$ cat config.mk
export PLATFORM = sky130hd
export DESIGN_NAME = v2_filter_ctrl
export DESIGN_NICKNAME = d
export VERILOG_FILES = /design/src/rtl/v2_filter_ctrl_pkg.sv /design/src/rtl/v2_filter_ctrl_peak_capture.sv /design/src/rtl/v2_filter_ctrl.sv
export SDC_FILE = /design/constraint.sdc
export NUM_CORES = 1
export LEC_CHECK = 0
export CAP_MARGIN = 10
export CELL_PAD_IN_SITES_DETAIL_PLACEMENT = 2
export CELL_PAD_IN_SITES_GLOBAL_PLACEMENT = 2
export CORE_MARGIN = 2
export CORE_UTILIZATION = 35
export DETAILED_ROUTE_END_ITERATION = 8
export GPL_TIMING_DRIVEN = 1
export PLACE_DENSITY = 0.84
export SLEW_MARGIN = 0
export SYNTH_ARGS = -nofsm -noshare
export SYNTH_HDL_FRONTEND = slang
export SYNTH_HIERARCHICAL = 1
export SYNTH_SLANG_ARGS = --single-unit
$ cat constraint.sdc
create_clock -name clk -period 6.9 [get_ports clk]
set_input_delay 1.38 -clock clk [delete_from_list [all_inputs] [get_ports clk]]
set_output_delay 1.38 -clock clk [all_outputs]
set_load 0.02 [all_outputs]
$ cat src/rtl/v2_filter_ctrl_pkg.sv
// Package: v2_ctrl_pkg
// Shared types and default widths for the V2 trapezoidal filter sequencer.
//   state_t  : sequencer states
//   result_t : captured pulse result {peak, ts}
package v2_ctrl_pkg;

  localparam int unsigned DEF_WIDTH = 16;
  localparam int unsigned DEF_KL_W  = 6;
  localparam int unsigned DEF_M_W   = 8;
  localparam int unsigned DEF_TS_W  = 32;
  localparam int unsigned BL_SHIFT  = 4;

  typedef enum logic [2:0] {
    S_IDLE,
    S_FLUSH,
    S_ARMED,
    S_CAPTURE,
    S_HOLDOFF
  } state_t;

  typedef struct packed {
    logic signed [DEF_WIDTH-1:0] peak;
    logic [DEF_TS_W-1:0]         ts;
  } result_t;

endpackage

$ cat src/rtl/v2_filter_ctrl_peak_capture.sv
// Module: v2_peak_capture
// Tracks peak amplitude/timestamp of one pulse and counts CAPTURE cycles.
// Ports:
//   clk, reset   : clock, synchronous active-high reset
//   i_clear      : zero peak, timestamp and window count
//   i_start      : load first above-threshold sample and its timestamp
//   i_update     : one CAPTURE cycle; keep the first strict maximum
//   i_sample     : signed sample; i_ts : current timestamp
//   o_peak/o_ts  : tracked peak and its timestamp
//   o_win_last   : current CAPTURE cycle is the last one allowed
module v2_peak_capture
  import v2_ctrl_pkg::*;
#(
  parameter int unsigned WIDTH   = DEF_WIDTH,
  parameter int unsigned TS_W    = DEF_TS_W,
  parameter int unsigned MAX_WIN = 64
) (
  input  logic                    clk,
  input  logic                    reset,
  input  logic                    i_clear,
  input  logic                    i_start,
  input  logic                    i_update,
  input  logic signed [WIDTH-1:0] i_sample,
  input  logic [TS_W-1:0]         i_ts,
  output logic signed [WIDTH-1:0] o_peak,
  output logic [TS_W-1:0]         o_ts,
  output logic                    o_win_last
);

  localparam int unsigned WIN_W = $clog2(MAX_WIN + 1);

  logic signed [WIDTH-1:0] r_peak;
  logic [TS_W-1:0]         r_ts;
  logic [WIN_W-1:0]        r_win;

  always_ff @(posedge clk) begin
    if (reset || i_clear) begin
      r_peak <= '0;
      r_ts   <= '0;
      r_win  <= '0;
    end else if (i_start) begin
      r_peak <= i_sample;
      r_ts   <= i_ts;
      r_win  <= '0;
    end else if (i_update) begin
      if (i_sample > r_peak) begin
        r_peak <= i_sample;
        r_ts   <= i_ts;
      end
      if (!o_win_last) r_win <= r_win + 1'b1;
    end
  end

  assign o_peak     = r_peak;
  assign o_ts       = r_ts;
  assign o_win_last = (r_win == WIN_W'(MAX_WIN - 1));

endmodule

$ cat src/rtl/v2_filter_ctrl.sv
// Module: v2_filter_ctrl
// Sequencer for the V2 trapezoidal shaping filter: latches config, flushes the
// filter delay line, arms a threshold trigger, captures peak/timestamp per pulse
// and presents results over valid/ready.
// Ports:
//   clk, reset                 : clock, synchronous active-high reset
//   enable                     : run request; low forces IDLE
//   cfg_valid/cfg_ready        : config handshake (ready only in IDLE)
//   cfg_k/l/m, cfg_thr         : shaping config and signed trigger threshold
//   filt_run                   : 1 = filter running, 0 = held clear
//   filt_k/l/m                 : latched config driven to the filter
//   filt_out                   : signed shaped filter output
//   res_valid/res_ready        : result handshake; res_peak, res_ts result data
//   ovf_cnt                    : dropped results, saturating
//   cfg_err                    : sticky bad-config flag; busy : state != IDLE
// Build option: V2_CTRL_BASELINE_EN enables an EMA baseline restorer; trigger
// and peak then use (filt_out - baseline), saturated.
module v2_filter_ctrl
  import v2_ctrl_pkg::*;
#(
  parameter int unsigned WIDTH    = DEF_WIDTH,
  parameter int unsigned KL_W     = DEF_KL_W,
  parameter int unsigned M_W      = DEF_M_W,
  parameter int unsigned PIPE_LAT = 4,
  parameter int unsigned HOLDOFF  = 8,
  parameter int unsigned MAX_WIN  = 64,
  parameter int unsigned TS_W     = DEF_TS_W
) (
  input  logic                    clk,
  input  logic                    reset,
  input  logic                    enable,
  input  logic                    cfg_valid,
  output logic                    cfg_ready,
  input  logic [KL_W-1:0]         cfg_k,
  input  logic [KL_W-1:0]         cfg_l,
  input  logic [M_W-1:0]          cfg_m,
  input  logic signed [WIDTH-1:0] cfg_thr,
  output logic                    filt_run,
  output logic [KL_W-1:0]         filt_k,
  output logic [KL_W-1:0]         filt_l,
  output logic [M_W-1:0]          filt_m,
  input  logic signed [WIDTH-1:0] filt_out,
  output logic                    res_valid,
  input  logic                    res_ready,
  output logic signed [WIDTH-1:0] res_peak,
  output logic [TS_W-1:0]         res_ts,
  output logic [15:0]             ovf_cnt,
  output logic                    cfg_err,
  output logic                    busy
);

  state_t                  r_state, w_next;
  logic [KL_W-1:0]         r_k, r_l;
  logic [M_W-1:0]          r_m;
  logic signed [WIDTH-1:0] r_thr;
  logic                    r_cfg_ok, r_cfg_err;
  logic [KL_W+1:0]         r_cnt;
  logic [TS_W-1:0]         r_ts;
  logic                    r_emit;
  result_t                 r_res;
  logic                    r_res_valid;
  logic [15:0]             r_ovf;

  logic                    w_cfg_hs, w_cfg_bad, w_start_flush;
  logic                    w_pk_start, w_pk_update, w_exit, w_win_last;
  logic [KL_W+1:0]         w_flush_last;
  logic signed [WIDTH-1:0] w_sample, w_pk_peak;
  logic [TS_W-1:0]         w_pk_ts;

  assign w_cfg_hs     = cfg_valid && cfg_ready;
  assign w_cfg_bad    = (cfg_l == '0) || (cfg_k < cfg_l);
  assign w_flush_last = (KL_W+2)'(r_k) + (KL_W+2)'(r_l) + (KL_W+2)'(PIPE_LAT - 1);
  assign w_start_flush = (r_state == S_IDLE) && (w_next == S_FLUSH);

`ifdef V2_CTRL_BASELINE_EN
  logic signed [WIDTH-1:0] r_bl;
  logic signed [WIDTH:0]   w_raw, w_bl_step;

  assign w_raw     = {filt_out[WIDTH-1], filt_out} - {r_bl[WIDTH-1], r_bl};
  assign w_bl_step = w_raw >>> BL_SHIFT;

  always_comb begin
    w_sample = w_raw[WIDTH-1:0];
    if (w_raw[WIDTH] != w_raw[WIDTH-1]) begin
      w_sample = w_raw[WIDTH] ? {1'b1, {(WIDTH-1){1'b0}}} : {1'b0, {(WIDTH-1){1'b1}}};
    end
  end

  always_ff @(posedge clk) begin
    if (reset || w_start_flush) r_bl <= '0;
    else if (r_state == S_ARMED) r_bl <= r_bl + w_bl_step[WIDTH-1:0];
  end
`else
  assign w_sample = filt_out;
`endif

  always_ff @(posedge clk) begin
    if (reset) r_state <= S_IDLE;
    else       r_state <= w_next;
  end

  always_comb begin
    w_next      = r_state;
    w_pk_start  = 1'b0;
    w_pk_update = 1'b0;
    w_exit      = 1'b0;
    case (r_state)
      S_IDLE:    if (enable && r_cfg_ok && !w_cfg_hs) w_next = S_FLUSH;
      S_FLUSH:   if (r_cnt == w_flush_last) w_next = S_ARMED;
      S_ARMED: begin
        if (w_sample > r_thr) begin
          w_next     = S_CAPTURE;
          w_pk_start = 1'b1;
        end
      end
      S_CAPTURE: begin
        w_pk_update = 1'b1;
        if ((w_sample <= r_thr) || w_win_last) begin
          w_next = S_HOLDOFF;
          w_exit = 1'b1;
        end
      end
      S_HOLDOFF: if (r_cnt == (KL_W+2)'(HOLDOFF - 1)) w_next = S_ARMED;
      default:   w_next = S_IDLE;
    endcase
    // Dropping enable aborts everything, including a capture exiting this cycle.
    if (!enable) begin
      w_next = S_IDLE;
      w_exit = 1'b0;
    end
  end

  // Cycles spent in the current state; FLUSH and HOLDOFF lengths use it.
  always_ff @(posedge clk) begin
    if (reset || (w_next != r_state)) r_cnt <= '0;
    else                              r_cnt <= r_cnt + 1'b1;
  end

  always_ff @(posedge clk) begin
    if (reset) r_ts <= '0;
    else       r_ts <= r_ts + 1'b1;
  end

  always_ff @(posedge clk) begin
    if (reset) begin
      r_k       <= '0;
      r_l       <= '0;
      r_m       <= '0;
      r_thr     <= '0;
      r_cfg_ok  <= 1'b0;
      r_cfg_err <= 1'b0;
    end else if (w_cfg_hs) begin
      if (w_cfg_bad) begin
        r_cfg_err <= 1'b1;
      end else begin
        r_k       <= cfg_k;
        r_l       <= cfg_l;
        r_m       <= cfg_m;
        r_thr     <= cfg_thr;
        r_cfg_ok  <= 1'b1;
        r_cfg_err <= 1'b0;
      end
    end
  end

  v2_peak_capture #(
    .WIDTH   (WIDTH),
    .TS_W    (TS_W),
    .MAX_WIN (MAX_WIN)
  ) u_peak (
    .clk        (clk),
    .reset      (reset),
    .i_clear    (w_start_flush),
    .i_start    (w_pk_start),
    .i_update   (w_pk_update),
    .i_sample   (w_sample),
    .i_ts       (r_ts),
    .o_peak     (w_pk_peak),
    .o_ts       (w_pk_ts),
    .o_win_last (w_win_last)
  );

  // The exit decision is registered so the result register loads the settled
  // peak one cycle later, after the final CAPTURE update has landed.
  always_ff @(posedge clk) begin
    if (reset) begin
      r_emit      <= 1'b0;
      r_res       <= '0;
      r_res_valid <= 1'b0;
      r_ovf       <= '0;
    end else begin
      r_emit <= w_exit;
      if (r_emit) begin
        if (r_res_valid && !res_ready) begin
          if (r_ovf != '1) r_ovf <= r_ovf + 1'b1;
        end else begin
          r_res       <= '{peak: w_pk_peak, ts: w_pk_ts};
          r_res_valid <= 1'b1;
        end
      end else if (r_res_valid && res_ready) begin
        r_res_valid <= 1'b0;
      end
    end
  end

  assign cfg_ready = (r_state == S_IDLE);
  assign busy      = (r_state != S_IDLE);
  assign filt_run  = (r_state != S_IDLE);
  assign filt_k    = r_k;
  assign filt_l    = r_l;
  assign filt_m    = r_m;
  assign cfg_err   = r_cfg_err;
  assign res_valid = r_res_valid;
  assign res_peak  = r_res.peak;
  assign res_ts    = r_res.ts;
  assign ovf_cnt   = r_ovf;

endmodule
==> results.yml <==
drt:
  drc: 0
  postRouteWirelength_microns: 27800
  drt-pass1-iter-count: 4
  drt-initial-drc-count: 241
  vias: 8172
  wl_per_cell_microns: 17.0
  viasPerCell: 4.99
  ant_nets: 0
timing:
  finalSetupViolations: 0
  fin_setup_tns_ns: 0
  tightest_slew_ns: 1.04
  slew_headroom_pct: 30.6
  hold_ws_ns: 0.454
  hold_viol: 0
  fmax_mhz: 203
  fin_crit_ns: 4.93
  fin_skew_ns: 0.0163
  finalMaxSlewViolations: 0
  rsz0062_at_grt: "no"
  final.period_utilization_pct: 71.4
run:
  maxCapViolations: 0
floorplanning:
  start_util_pct: 35.8
  num_rows: 60
  die_area_sq_um: 29100
  die_w_microns: 171
  dieHeight_microns: 171
  boundaryPins: 146
  core_sq_um: 27100
final_layout:
  instances_no_fill: 1638
  nets: 1357
  drive_gt1_share_pct: 5.14
  area_growth_pct: 25.7
  fillers: 2951
power_and_ir_drop:
  max-vdd-ir-drop_uv: 132
  powerDensity_nw_per_um2: 221
  cellLeakagePower_nw: 4.26
run_status:
  status: "finished, final reports clean"
synthesis:
  yosys_warnings: 6
  synth-seq-area-share_pct: 41.7
  synth_largest_area_cell: "dfxtp_1"
  synth_flop_cell: "dfxtp_1"
  synth_common_cells: "nand2_1 (223), dfxtp_1 (202), nor2_1 (85)"
  syn_area_sq_um: 9710
  synth_cells: 1125
  synth_edf_count: 0
  synth.distinct_cells: 67
  synth_seq_cells: 202
  synth_nets: 1235
  syn-mean-instance-area_sq_um: 8.63
  async_flop_share_pct: 0
  synth_top_area_share_pct: 41.7
  yosysMostFrequentCell: "nand2_1"
  synth.area.top_cells: "dfxtp_1 (42%), nand2_1 (8.6%), mux2i_1 (8.2%)"
critical_path:
  setup.worst_path.class: "in2reg"
  crit_slowest_cell: "buf_4"
  crit_start: "filt_out[1]"
  critical_path_arrival_ns: 5.36
  path_cells: "clkdlybuf4s50_1, ha_1, nor2b_1, o211ai_1, a211oi_2, nor3_1, xor2_1, nand2b_1, nor2_1, nor2_1, o211ai_1, a41oi_1, and3_1, nor3_4, buf_4, mux2i_1"
  setup.worst_path.start_class: "input port"
  required_ns: 7.33
  cp_max_fo: 48
  critPathMaxStageDelay_ns: 0.72
  critical_path.endpoint_type: "register"
  crit_buf_inv: 2
  reg2reg_from: "r_thr[15]$_SDFFE_PP0P_"
  cp_top_family: "simple AND/OR/NAND/NOR gates"
grt:
  antenna_found_initial: 2
  globalRoute.totalOverflow: 0
  grt_usage_pct: 19.4
  grt_pass1_wl_microns: 46300
  grt_pass1_vias: 9030
  grt_max_degree: 100
clock_tree:
  clk_latency_ns: 0.52
  cts_inserted_buffers: 24
  postCtsResizedCells: 0
  tritoncts: "done"
  ctsRootBufferMaster: "clkbuf_16"
  clk_path_buf_depth: 3
  ctsHoldBuffers: 0
  clk_pin_slew_ns: 0.06
  cts_max_level: 1
  clock_sinks: 202
  cts_setup_buffers: 0
worst_hold_path:
  holdCritStartpoint: "u_peak/o_ts[18]$_SDFFE_PP0P_"
  min_path_type: "reg2reg"
placement:
  placed_cells: 1593
  gp_congestion: 0.779
  dp_hpwl_microns: 19600
  port_buffers: 145
layout by cell type, fill, tap and decap left out, types with 5 or more instances in the layout:
cell,Yosys,final
mux2i_1,80,80
inv_1,60,60
a21oi_1,70,70
nor2b_1,7,6
nand2b_1,73,72
ha_1,52,52
o21ai_0,6,6
dfxtp_1,202,202
clkbuf_1,38,6
nand2_1,223,223
o32ai_1,5,5
nand4_1,26,26
or3_1,5,5
clkbuf_16,0,24
and3_1,8,8
xor2_1,39,39
buf_4,2,6
xnor2_1,26,26
nor2_1,85,84
clkdlybuf4s50_1,0,144
nand3_1,22,22
a21o_1,5,5
clkbuf_8,0,10
nor3_1,14,14
through the flow:
step                      power (mW)  utilization, %  area, sq um  setup WS [ns]
after global placement          1.47            42.1        11400           1.69
after CTS                       2.74            45.0        12200           1.93
after global routing            2.82            45.0        12200           1.68
after detailed placement        1.48            42.1        11400           1.43
final                           2.70            45.0        12200           1.97
after floorplan                 1.38               -         9710           2.93
where the power goes:
part / internal, mW / leakage (nW) / switching, mW
registers: 1.19 / 1.63 / 0.0149
logic: 0.115 / 2.24 / 0.139
clock network: 0.747 / 0.389 / 0.497
final timing paths:
path | cells after the start | slack (ns) | endpoint
max | 16 | 1.97 | u_peak/o_ts[25]$_SDFFE_PP0P_
min | 2 | 0.45 | res_ts[18]$_SDFFE_PP0P_
max reg2reg | 16 | 3.00 | u_peak/o_ts[25]$_SDFFE_PP0P_
min reg2reg | 2 | 0.45 | res_ts[18]$_SDFFE_PP0P_
logic make-up after synthesis:
family / Yosys count / share of synthesized area [%]
AOI/OAI and AO/OA: 121 / 8.07
and+or+nand+nor: 490 / 24.1
adders and majority gates: 53 / 6.91
buffers and inverters: 114 / 5.16
muxes: 80 / 8.25
DFF: 202 / 41.7
xor gates and xnor gates: 65 / 5.86
worst min-delay path: stages, from the launching register on:
cell and delay [ns]:
dfxtp_1 0.31, nand2_1 0.05, a21oi_1 0.05
state kept, by name (all words and copies together), names as in the netlist, 3 cells and up:
register / flops
r_ts: 32
res_ts: 32
u_peak/o_ts: 32
ovf_cnt: 16
r_thr: 16
res_peak: 16
u_peak/o_peak: 16
filt_m: 8
r_cnt: 8
u_peak/r_win: 7
filt_k: 6
filt_l: 6
r_state: 3
area by class of cell:
cell class | count | area [sq um] | share of cell area (%)
Sequential cell | 202 | 4040 | 33.1
Clock inverter | 3 | 26.3 | 0.215
Multi-Input combinational cell | 809 | 5190 | 42.5
Timing Repair Buffer | 150 | 1490 | 12.2
Clock buffer | 40 | 761 | 6.24
Inverter | 60 | 225 | 1.85
Tap cell | 372 | 465 | 3.82
Antenna cell | 2 | 5.00 | 0.0410
metal layers:
layer  wire length, microns  vias to the layer above  part of all wire, %  GRT usage (%)
met3                   1050                       32                  3.8           3.42
met1                  12200                     4023                   44           23.9
met4                    497                        0                  1.8           4.35
li1                       -                     3994                    -              -
met2                  14000                      123                   50           35.2
met5                      0                        -                    0              0
Power figures use the tool's default switching activity.
==> patch 1 (config.mk and constraints unchanged) <==
Add a define of `V2_CTRL_BASELINE_EN`.
--- a/src/rtl/v2_filter_ctrl.sv
+++ b/src/rtl/v2_filter_ctrl.sv
@@ -15,6 +15,8 @@
 //   cfg_err                    : sticky bad-config flag; busy : state != IDLE
 // Build option: V2_CTRL_BASELINE_EN enables an EMA baseline restorer; trigger
 // and peak then use (filt_out - baseline), saturated.
+`define V2_CTRL_BASELINE_EN
+
 module v2_filter_ctrl
   import v2_ctrl_pkg::*;
 #(
Formal check against the unedited RTL: no difference found for any inputs over 10 cycles, from zero or initial values and one cycle with reset high; that may be too few to reach the edited logic, so the function may still have changed.
==> patch 1 against the original RTL <==
- total power is 16% higher
- design area grew 17%
- maximum frequency is 25% lower
- sequential cell count rose by 16
- routed wire length grew 32%
- worst setup slack worse by 1700 ps
- area after synthesis increased by 18%
- worst hold slack better by 2.1 ps
- non-clock buffer count is 12 higher
- clock skew shrank 1.0 ps
==> patch 1: results (changes against the original RTL) <==
result of the run = complete, no violations
Main synth FF type = dfxtp_1
number of detailed-routing iterations run before antenna repair = 4 (unchanged)
number of library cell types mapped by synthesis = 65 (-3.0%)
Longest Clk Path Bufs = 3 (unchanged)
minimum hold slack = 456 ps (+2.09 ps)
total half-perimeter wirelength after legalization and detailed placement = 26,000 µm (+33%)
count of H-tree levels built during CTS = 1 (unchanged)
TritonCTS Buffers = 26 (+8.3%)
Clock Pin Slew Worst Setup and Hold Paths = 60 ps (about the same)
final weighted congestion in routability-driven placement = 0.859 (+10%)
cell count after synthesis = 1,402 (+25%)
Avg Vias per Cell = 5.16 (+3.4%)
Ant. Diodes = 0 (-2)
number of design-rule violations left by the first detailed-router iteration = 281 (+17%)
adder-cell area share of the yosys netlist = 10.1% (+3.2 points)
max-slew violations = 0 (unchanged)
cells taking the most area after synthesis = dfxtp_1, nand2_1, ha_1, mux2i_1, a21oi_1
Worst R2R Setup Slack = 1140 ps (-1860 ps)
maximum fanout encountered on the critical timing path = 18 (-63%)
Clock Skew = 15.2 ps (-1.03 ps)
Wirelength per Cell = 18.4 µm (+8.4%)
via count of the first global-routing pass = 11,400 (+26%)
xor and xnor area share after synthesis = 6.18% (+0.32 points)
async set-reset flop share out of synthesis = 0% (unchanged)
antenna violations before repair = 0 (-2)
actual transition at the worst max-transition pin = 1040 ps (+0.829 ps)
number of enable-type register cells in the synthesized netlist = 0 (unchanged)
nets@finish = 1,671 (+23%)
number of fill cells = 3,602 (+22%)
leakage dissipation = 5.16 nW (+21%)
Compound-Gate Fraction of Synth Area = 11.3% (+3.2 points)
maximum number of pins on one net before global-route repair = 98 (-2.0%)
kind of path behind the tightest hold check = reg2reg
worst path arrival time = 7040 ps (+1680 ps)
IR Drop Worst-Case VDD = 0.000162 V (+23%)
mux cell area share after synthesis = 7.24% (-1.0 points)
Seq/Total Area, Yosys = 38.0% (-3.6 points)
clock root cell = clkbuf_16
Port-buffer cells = 145 (unchanged)
share of post-route cells with drive strength above 1 = 5.62% (+0.47 points)
top cells by count, synth = nand2_1, dfxtp_1, a21oi_1, nor2_1, inv_1
Overall Global Routing Usage = 21.5% (+2.1 points)
cts repair resizes = 0 (unchanged)
Yosys warning total = 6 (unchanged)
number of post-CTS setup repair buffers = 0 (unchanged)
total nets after synthesis = 1,542 (+25%)
insertion delay of the later-clocked pin in the worst-skew pair = 540 ps (+20 ps)
first-pass GRT wire length = 59,400 µm (+28%)
patch 1: cell types whose count changed in the layout (fill, tap and decap cells not counted), sizes merged, moves of 13 or more:
cell | before | now
a21oi | 70 | 114
o21ai | 9 | 32
nand2 | 223 | 320
inv | 60 | 85
xnor2 | 26 | 41
ha | 52 | 80
nand3 | 22 | 35
nand2b | 73 | 5
dfxtp | 202 | 218
patch 1: stage by stage:
step	instance area, µm²	setup slack (ps)	total power, mW	instances
after floorplan	11500	1020	1.57	1402
after global routing	14300	-30.7	3.29	1991
final	14300	313	3.14	1991
after global placement	13400	130	1.70	1945
after CTS	14300	193	3.19	1991
after detailed placement	13400	-236	1.72	1945
patch 1: final timing paths:
check / startpoint / to / cells after the start
setup / recovery: filt_out[13] / u_peak/o_ts[17] / 20
hold / removal: res_peak[5] / res_peak[5] / 2
setup reg to reg: r_bl[13] / u_peak/o_ts[17] / 20
hold reg to reg: res_peak[5] / res_peak[5] / 2
patch 1: final cells by class:
type | instances | area share (%)
repair buffers | 162 | 11.1
inverters | 85 | 2.23
multi-input cells | 1038 | 45.9
clock inverters | 10 | 0.954
clock buffers | 36 | 5.37
well taps | 442 | 3.87
flip-flops and latches | 218 | 30.5
patch 1: per-layer routing:
metal / up-vias / routed length (µm) / track usage (%)
met2: 165 / 18400 / 39.2
met1: 5033 / 15900 / 25.8
met4: 0 / 1090 / 7.05
met3: 72 / 1290 / 3.28
met5: - / 0 / 0
li1: 4998 / - / -
patch 1: logic make-up (layout without fill, tap and decap cells):
| logic type | after synthesis | in the layout |
|---|---|---|
| adders and majority gates | 93 | 93 |
| AOI/OAI and AO/OA | 214 | 214 |
| DFF | 218 | 218 |
| and+or+nand+nor | 567 | 567 |
| xor gates and xnor gates | 81 | 81 |
| buffers and inverters | 146 | 293 |
| muxes | 83 | 83 |
patch 1: power by group:
group / total, mW / internal [mW] / switching (mW)
combinational: 0.409 / 0.170 / 0.239
clock: 1.44 / 0.885 / 0.556
sequential: 1.29 / 1.28 / 0.0142
patch 1: worst max-delay path: stages:
cell	delay, ps
clkdlybuf4s50_1	420
ha_1	380
o21ai_0	630
o22ai_1	200
a211oi_1	390
o311ai_4	300
maj3_1	500
ha_1	360
nand4_1	190
a211o_1	320
nand4b_1	150
a21oi_1	120
nor3_1	260
nor2_1	100
o211ai_1	120
a41oi_1	80
and3_1	240
nor3_4	250
buf_4	380
mux2i_1	260
==> patch 2 (config.mk and constraints unchanged) <==
Made on the original files. Register the output `ovf_cnt` once more; this adds one clock of latency there. The other outputs are not delayed to match.
--- a/src/rtl/v2_filter_ctrl.sv
+++ b/src/rtl/v2_filter_ctrl.sv
@@ -213,6 +213,8 @@
   assign res_valid = r_res_valid;
   assign res_peak  = r_res.peak;
   assign res_ts    = r_res.ts;
-  assign ovf_cnt   = r_ovf;
+  always_ff @(posedge clk) begin
+    ovf_cnt <= r_ovf;
+  end
 
 endmodule
Function: same outputs for any inputs over 10 cycles, from zero or initial values and one cycle with reset high; that may be too few to reach the edited logic, so the function may still have changed.
==> patch 2 against the original RTL <==
- worst hold slack worse by 68 ps
- sequential cell count up 16
- total power up 10%
- die area up 2.4%
- design area up 3.2%
- global-route usage up 0.62 points
- register-to-register slack worse by 70 ps
- routed wire length up 7.0%
- combinational power down 2%
- area after synthesis up 2.5%
- worst setup slack better by 15 ps
- core utilization up 0.20 points
- first-iteration DRC count up 24%
- final cell count up 1.0%
==> patch 2: results (changes against the original RTL) <==
result of the run = complete, no violations
routed wl met3 = 1240 µm (+17%)
Worst path slowest cell = clkdlybuf4s50_1
fin worst setup slack = 1990 ps (+15.2 ps)
total nets after synthesis = 1,244 (+0.73%)
Num Clock Sinks = 218 (+7.9%)
total half-perimeter wirelength after legalization and detailed placement = 19,800 µm (+1.1%)
top cells by count, synth = dfxtp_1, nand2_1, mux2i_1, a21oi_1, nor2_1
leakage dissipation = 4.48 nW (+5.0%)
worst path arrival time = 5350 ps (about the same)
filler-free cell count of the finished design = 1,655 (+1.0%)
number of design-rule violations left by the first detailed-router iteration = 300 (+24%)
Avg Vias per Cell = 5.05 (+1.3%)
cell area after placement = 11,700 µm² (+2.5%)
Seq/Total Area, Yosys = 43.9% (+2.2 points)
Max-Slew Margin vs Limit = 30.6% (about the same)
fraction of standard cell area in multi-input logic = 40.9% (-1.6 points)
Wirelength per Cell = 18.0 µm (+5.9%)
Setup crit start = filt_out[15]
post-layout utilization of the core = 45.2% (+0.20 points)
fraction of standard cell area that is sequential = 34.7% (+1.5 points)
Hold Path Origin = r_ovf[9]
met1 wire length = 13,000 µm (+6.3%)
number of signal-net buffers in the layout = 151 (+0.67%)
antenna violations before repair = 0 (-2)
dpl cells = 1,609 (+1.0%)
clock buffer count in the final layout = 38 (-5.0%)
TritonCTS Buffers = 26 (+8.3%)
total internal power = 2.27 mW (+11%)
Overall Global Routing Usage = 20.0% (+0.62 points)
-- patch 2: cell types whose count changed after synthesis, sizes merged, moves of 6 or more --
cell    delta
dfxtp     +16
nand2      -7
nand2b     -6
nand3      +9
nor2      -16
nor3       +7
nor4       +7
-- patch 2: power groups by stage --
stage | logic (mW) | clock network (mW) | registers [mW]
4_1_cts | 0.253 | 1.47 | 1.29
3_5_place_dp | 0.249 | 0 | 1.32
3_3_place_gp | 0.239 | 0 | 1.32
5_1_grt | 0.276 | 1.52 | 1.30
2_1_floorplan | 0.143 | 0 | 1.33
6_report | 0.249 | 1.43 | 1.29
-- patch 2: cells by family (layout without fill, tap and decap cells) --
logic type / Yosys count / in the layout / synth area share [%]
AO/OA/AOI/OAI: 115 / 115 / 7.08
XOR/XNOR: 64 / 64 / 5.63
adder cells (fa/ha/maj): 53 / 53 / 6.74
buffers and inverters: 111 / 254 / 4.59
flip-flops: 218 / 218 / 43.9
multiplexers: 83 / 83 / 8.35
AND/OR/NAND/NOR: 490 / 490 / 23.7
